$ cat src/rtl/enable_div_pkg.sv
// enable_div_pkg: shared constants for the programmable clock-enable generator.
// Optional mid-period output is enabled by defining ENABLE_DIV_HALF_EN (default off).
package enable_div_pkg;
    localparam int ENABLE_DIV_PIX_100M_25M = 3;
endpackage

$ cat src/rtl/enable_div_mod_counter.sv
// mod_counter: modulo counter 0..i_max with sync clear and increment enable.
module mod_counter
    import enable_div_pkg::*;
#(
    parameter int WIDTH = 4
) (
    input  logic             clk,
    input  logic             i_rst,
    input  logic             i_sclr,
    input  logic             i_inc,
    input  logic [WIDTH-1:0] i_max,
    output logic [WIDTH-1:0] o_cnt,
    output logic             o_wrap_next
);
    logic [WIDTH-1:0] cnt_q, cnt_d;

    assign o_wrap_next = i_inc && !i_sclr && (cnt_q == i_max);

    always_comb begin
        cnt_d = cnt_q;
        if (i_sclr || o_wrap_next) cnt_d = '0;
        else if (i_inc)            cnt_d = cnt_q + 1'b1;
    end

    always_ff @(posedge clk or posedge i_rst)
        if (i_rst) cnt_q <= '0;
        else       cnt_q <= cnt_d;

    assign o_cnt = cnt_q;
endmodule

$ cat src/rtl/enable_div.sv
// enable_div: runtime-programmable clock enable with shadowed divisor applied on wrap.
// Define ENABLE_DIV_HALF_EN to add the o_en_half mid-period pulse.
module enable_div
    import enable_div_pkg::*;
#(
    parameter int WIDTH       = 4,
    parameter int DIV_DEFAULT = 2**WIDTH-1
) (
    input  logic             clk,
    input  logic             i_rst,
    input  logic             i_sclr,
    input  logic             i_run,
    input  logic             i_load,
    input  logic [WIDTH-1:0] i_div,
    output logic             o_en,
`ifdef ENABLE_DIV_HALF_EN
    output logic             o_en_half,
`endif
    output logic [WIDTH-1:0] o_cnt,
    output logic             o_busy,
    output logic             o_wrap
);
    logic [WIDTH-1:0] div_q, div_d, pend_q, pend_d;
    logic             busy_q, busy_d, wrap_q;
    logic             wrap_next;

    mod_counter #(.WIDTH(WIDTH)) u_cnt (
        .clk        (clk),
        .i_rst      (i_rst),
        .i_sclr     (i_sclr),
        .i_inc      (i_run),
        .i_max      (div_q),
        .o_cnt      (o_cnt),
        .o_wrap_next(wrap_next)
    );

    // A clear applies a simultaneous load directly, else any pending value.
    always_comb begin
        pend_d = i_load ? i_div : pend_q;
        div_d  = div_q;
        busy_d = busy_q;
        if (i_sclr) begin
            div_d  = i_load ? i_div : (busy_q ? pend_q : div_q);
            busy_d = 1'b0;
        end else begin
            if (wrap_next && busy_q) div_d = pend_q;
            busy_d = i_load ? 1'b1 : (wrap_next ? 1'b0 : busy_q);
        end
    end

    always_ff @(posedge clk or posedge i_rst)
        if (i_rst) begin
            div_q  <= WIDTH'(DIV_DEFAULT);
            pend_q <= '0;
            busy_q <= 1'b0;
            wrap_q <= 1'b0;
        end else begin
            div_q  <= div_d;
            pend_q <= pend_d;
            busy_q <= busy_d;
            wrap_q <= wrap_next;
        end

    assign o_en   = i_run && (o_cnt == '0);
    assign o_busy = busy_q;
    assign o_wrap = wrap_q;

`ifdef ENABLE_DIV_HALF_EN
    logic [WIDTH:0] half_pt;
    assign half_pt   = ({1'b0, div_q} + 1'b1) >> 1;
    assign o_en_half = i_run && ({1'b0, o_cnt} == half_pt);
`endif
endmodule

$ cat config.mk
export PLATFORM = sky130hd
export DESIGN_NAME = enable_div
export DESIGN_NICKNAME = d
export VERILOG_FILES = /design/src/rtl/enable_div_pkg.sv /design/src/rtl/enable_div_mod_counter.sv /design/src/rtl/enable_div.sv
export SDC_FILE = /design/constraint.sdc
export NUM_CORES = 1
export LEC_CHECK = 0
export BUFFER_PORTS_ARGS = -buffer_cell sky130_fd_sc_hd__buf_2
export CORE_MARGIN = 2
export CORE_UTILIZATION = 53
export DETAILED_ROUTE_END_ITERATION = 16
export MAX_ROUTING_LAYER = met4
export PLACE_DENSITY = 0.77
export SLEW_MARGIN = 10
export SYNTH_ARGS = -nofsm -noshare
export SYNTH_HDL_FRONTEND = slang
export SYNTH_SLANG_ARGS = --single-unit
export TNS_END_PERCENT = 5
$ cat constraint.sdc
create_clock -name clk -period 1.7 [get_ports clk]
set_input_delay 0.085 -clock clk [delete_from_list [all_inputs] [get_ports clk]]
set_output_delay 0.085 -clock clk [all_outputs]
set_load 0.05 [all_outputs]
==> metrics.log <==
[metrics] top cell type's share of synthesized area: 0.293
[metrics] Worst-Skew Late Latency: 0.27 ns
[metrics] number of hold-slack violations in the final timing report: 0
[metrics] total nets after synthesis: 93
[metrics] met2 wire length: 721 µm
[metrics] fraction of the cycle the final worst path needs: 0.933
[metrics] total global routing track utilization: 0.201
[metrics] wire length of the first global-routing pass: 2.78 mm
[metrics] worst path required time: 1.62 ns
[metrics] DIE AREA: 1950 µm²
[metrics] std cell rows: 14
[metrics] max-slew violation total from the final report: 0
[metrics] synthesis-stage register bit count: 14
[metrics] count of buffers from port buffering: 15
[metrics] VDD IR max: 0.000722 V
[metrics] Met3 Routed Length: 84 µm
[metrics] Critical Path Max Stage Delay: 0.47 ns
[metrics] gr ovfl total: 0
[metrics] TritonCTS clock tree: built
[metrics] count of filler cells inserted in the layout: 120
[metrics] top routing layer used: met4
[metrics] detail-routed via count per cell: 5.91
[metrics] number of inserted diodes: 0
[metrics] setup TNS: 0 ns
[metrics] Detailed Route Iter0 Violations: 6
[metrics] worst path cell trace: inv_1 -> ha_1 -> nor4bb_4 -> clkbuf_4
[metrics] total core area: 1510 µm²
[metrics] total number of clock tree sinks: 14
[metrics] Die Height: 44.1 µm
[metrics] pin count of the biggest net entering global routing: 15
[metrics] Post-Layout Cell Count: 113
[metrics] fraction of layout instances using a drive strength above 1: 0.299
[metrics] via count: 668
[metrics] transition time at the pin with the least slew margin: 0.523 ns
[metrics] post-synthesis area per instance: 10.4 µm²
[metrics] mux contribution to synthesized area: 0.133
[metrics] unrepaired setup endpoints after global routing: false
[metrics] Reg-to-Reg Start: u_cnt.o_cnt[0]
[metrics] number of synthesis warnings: 0
[metrics] level count of the clock H-tree: 1
[metrics] clock tree root driver cell: sky130_fd_sc_hd__clkbuf_4
[metrics] remaining antenna violation count after routing: 0
[metrics] Critical Path Sink: o_en
[metrics] worst r2r path cells: 4
[metrics] Remaining DRCs: 0
[metrics] number of detailed-routing iterations run before antenna repair: 4
[metrics] result of the run: finished, final reports clean
[metrics] Die X: 44.1 µm
[metrics] critical path's top delay family: flip-flops
[metrics] power per cell area: 889 nW/µm²
[metrics] simple-gate share of the synthesized area: 0.136
[metrics] static leakage: 0.464 nW
[metrics] FF-to-FF setup slack: 0.24 ns
[metrics] Inserted Clock Buffers: 3
[metrics] aggregate routed wire length: 1.59 mm
[metrics] placed cell count: 109
[metrics] adder-cell share of the synthesized area: 0.0293
[metrics] post-layout min period: 1.59 ns
[metrics] parity-gate share of the synthesized area counting xor and xnor cells: 0.0704
[metrics] CTS max path bufs: 2
[metrics] Placer Congestion: 0.796
[metrics] Post-Syn Instances: 82
[metrics] cell area after technology mapping: 853 µm²
[metrics] endpoint of the worst-slack reg-to-reg timing path: div_q[0]
[metrics] most common library cell in the layout ignoring fill and taps: sky130_fd_sc_hd__buf_2
[metrics] WL per Instance: 14.0 µm
[metrics] share of the synthesized area in compound gates (AO/OA/AOI/OAI): 0.169
[metrics] Rel. slew slack: 0.651
[metrics] Post-CTS Setup Inserts: 0
[metrics] slowest library cell on the worst path: sky130_fd_sc_hd__dfrtp_1
[metrics] capturing element type of the critical path: primary output
[metrics] clock slew at reported path FFs: 0.08 ns
[metrics] top library cells by usage in the layout, fill and taps aside: sky130_fd_sc_hd__buf_2, sky130_fd_sc_hd__dfrtp_1, sky130_fd_sc_hd__mux2i_1, sky130_fd_sc_hd__nand2_1
[metrics] final number of setup-violating endpoints: 0
[metrics] Post-Route M1 WL: 769 µm
[metrics] I/O pin count: 16
[metrics] nets@finish: 110
[metrics] number of buffers and inverters on the critical path: 2
[metrics] antenna violations before repair: 0
[metrics] number of global-route vias before repair: 638
[metrics] CP Launch Point: u_cnt.o_cnt[0]
[metrics] share of the yosys chip area belonging to registers: 0.416
[metrics] Yosys top cell by area: sky130_fd_sc_hd__dfrtp_1
[metrics] layout overhead on the synthesized area: 14.7%
[metrics] class of the most critical hold timing path: in -> reg
[metrics] combinational family with the most area after synthesis: compound AO/OA/AOI/OAI gates
[metrics] Initial Utilization: 0.566
[metrics] Max Fanout on Critical Path: 6
[metrics] Crit path arrival time: 1.50 ns
[metrics] critical path class: reg -> out
[metrics] crit start category: flip-flop
[metrics] reported max-cap violation count: 0
[metrics] Area contributors post-synth: sky130_fd_sc_hd__dfrtp_1, sky130_fd_sc_hd__dfstp_2, sky130_fd_sc_hd__mux2i_1, sky130_fd_sc_hd__o22ai_1, sky130_fd_sc_hd__xnor2_1
[metrics] clk_skew: 0.000746 ns
[metrics] Crit path depth: 4
[metrics] achievable clock frequency: 631 MHz
[metrics] number of distinct library cells after synthesis: 27
[synth_stat cells]
cell,number
sky130_fd_sc_hd__nor2_8,1
sky130_fd_sc_hd__nand4_1,1
sky130_fd_sc_hd__a21oi_1,2
sky130_fd_sc_hd__mux2i_1,8
sky130_fd_sc_hd__and2b_1,1
sky130_fd_sc_hd__o21ai_0,6
sky130_fd_sc_hd__xor2_2,1
sky130_fd_sc_hd__nor2b_1,1
sky130_fd_sc_hd__o22ai_1,6
sky130_fd_sc_hd__dfstp_2,4
sky130_fd_sc_hd__o21ai_1,1
sky130_fd_sc_hd__dfrtp_1,10
sky130_fd_sc_hd__xnor2_1,4
sky130_fd_sc_hd__nand2_1,7
sky130_fd_sc_hd__buf_2,4
sky130_fd_sc_hd__a22oi_1,1
sky130_fd_sc_hd__nor3_1,3
sky130_fd_sc_hd__a21o_1,4
sky130_fd_sc_hd__inv_1,5
sky130_fd_sc_hd__nor4bb_1,1
sky130_fd_sc_hd__mux2_2,3
sky130_fd_sc_hd__o211ai_1,2
sky130_fd_sc_hd__xor2_1,1
sky130_fd_sc_hd__a22o_1,1
sky130_fd_sc_hd__ha_1,2
sky130_fd_sc_hd__nand4_4,1
sky130_fd_sc_hd__nor2_1,1
[worst min path at each step]
| stage | from | to | cells after the start |
|---|---|---|---|
| 3_5_place_dp | i_rst | o_busy | 2 |
| 5_1_grt | i_div[1] | pend_q[1] | 2 |
| 2_1_floorplan | i_rst | o_busy | 1 |
| 3_3_place_gp | i_rst | o_wrap | 2 |
| 6_report | i_div[1] | pend_q[1] | 2 |
| 4_1_cts | i_div[1] | pend_q[1] | 2 |
[timing repair]
item,4_1_cts,5_1_grt
resized for setup,0,1
endpoints found under the setup margin,0,1
hold buffers,1,0
endpoints found under the hold margin,10,0
[kinds of logic after synthesis]
logic type	count (synthesis)
XOR/XNOR	6
adder cells (fa/ha/maj)	2
buffers and inverters	9
flip-flops	14
AND/OR/NAND/NOR	17
multiplexers	11
AO/OA/AOI/OAI	23
[sequential cells by signal, summed over array words and instances (netlist names)]
name         cells
div_q            4
o_busy           1
o_wrap           1
pend_q           4
u_cnt.o_cnt      4
[power breakdown]
part / internal [mW] / switching [mW] / total [mW] / leakage [nW]
Combinational: 0.112 / 0.145 / 0.257 / 0.280
Sequential: 0.384 / 0.0514 / 0.435 / 0.170
Clock: 0.0819 / 0.0962 / 0.178 / 0.0138
[through the flow]
stage / hold WS (ns) / cell area (µm²) / util / total power [mW] / setup slack, ns
detailed placement: 0.146 / 943 / 0.626 / 0.695 / 0.239
floorplan: -0.0286 / 868 / - / 0.638 / 0.0796
CTS: 0.0378 / 976 / 0.648 / 0.880 / 0.0731
global route: 0.0357 / 978 / 0.650 / 0.927 / 0.0167
global placement: 0.150 / 943 / 0.626 / 0.685 / 0.282
finish: 0.0424 / 978 / 0.650 / 0.870 / 0.114
[worst reg2reg max path, cell delays in order, from the launching register on]
cell and delay [ns]:
sky130_fd_sc_hd__dfrtp_1 0.47, sky130_fd_sc_hd__xnor2_1 0.28, sky130_fd_sc_hd__nand4_4 0.19, sky130_fd_sc_hd__nor2_8 0.22, sky130_fd_sc_hd__mux2i_1 0.23
[final cells by class]
cell class,instances,area (µm²),share of cell area
Timing Repair Buffer,16,87.6,0.0895
Tap cell,16,20.0,0.0205
Sequential cell,14,355,0.363
Clock buffer,3,22.5,0.0230
Multi-Input combinational cell,59,474,0.485
Inverter,5,18.8,0.0192
[routing by layer]
layer,track usage,vias to the layer above
met2,0.306,25
met4,0.0606,0
met5,-,-
met1,0.257,315
li1,-,326
met3,0.0653,2
(Power assumes the default switching activity.)
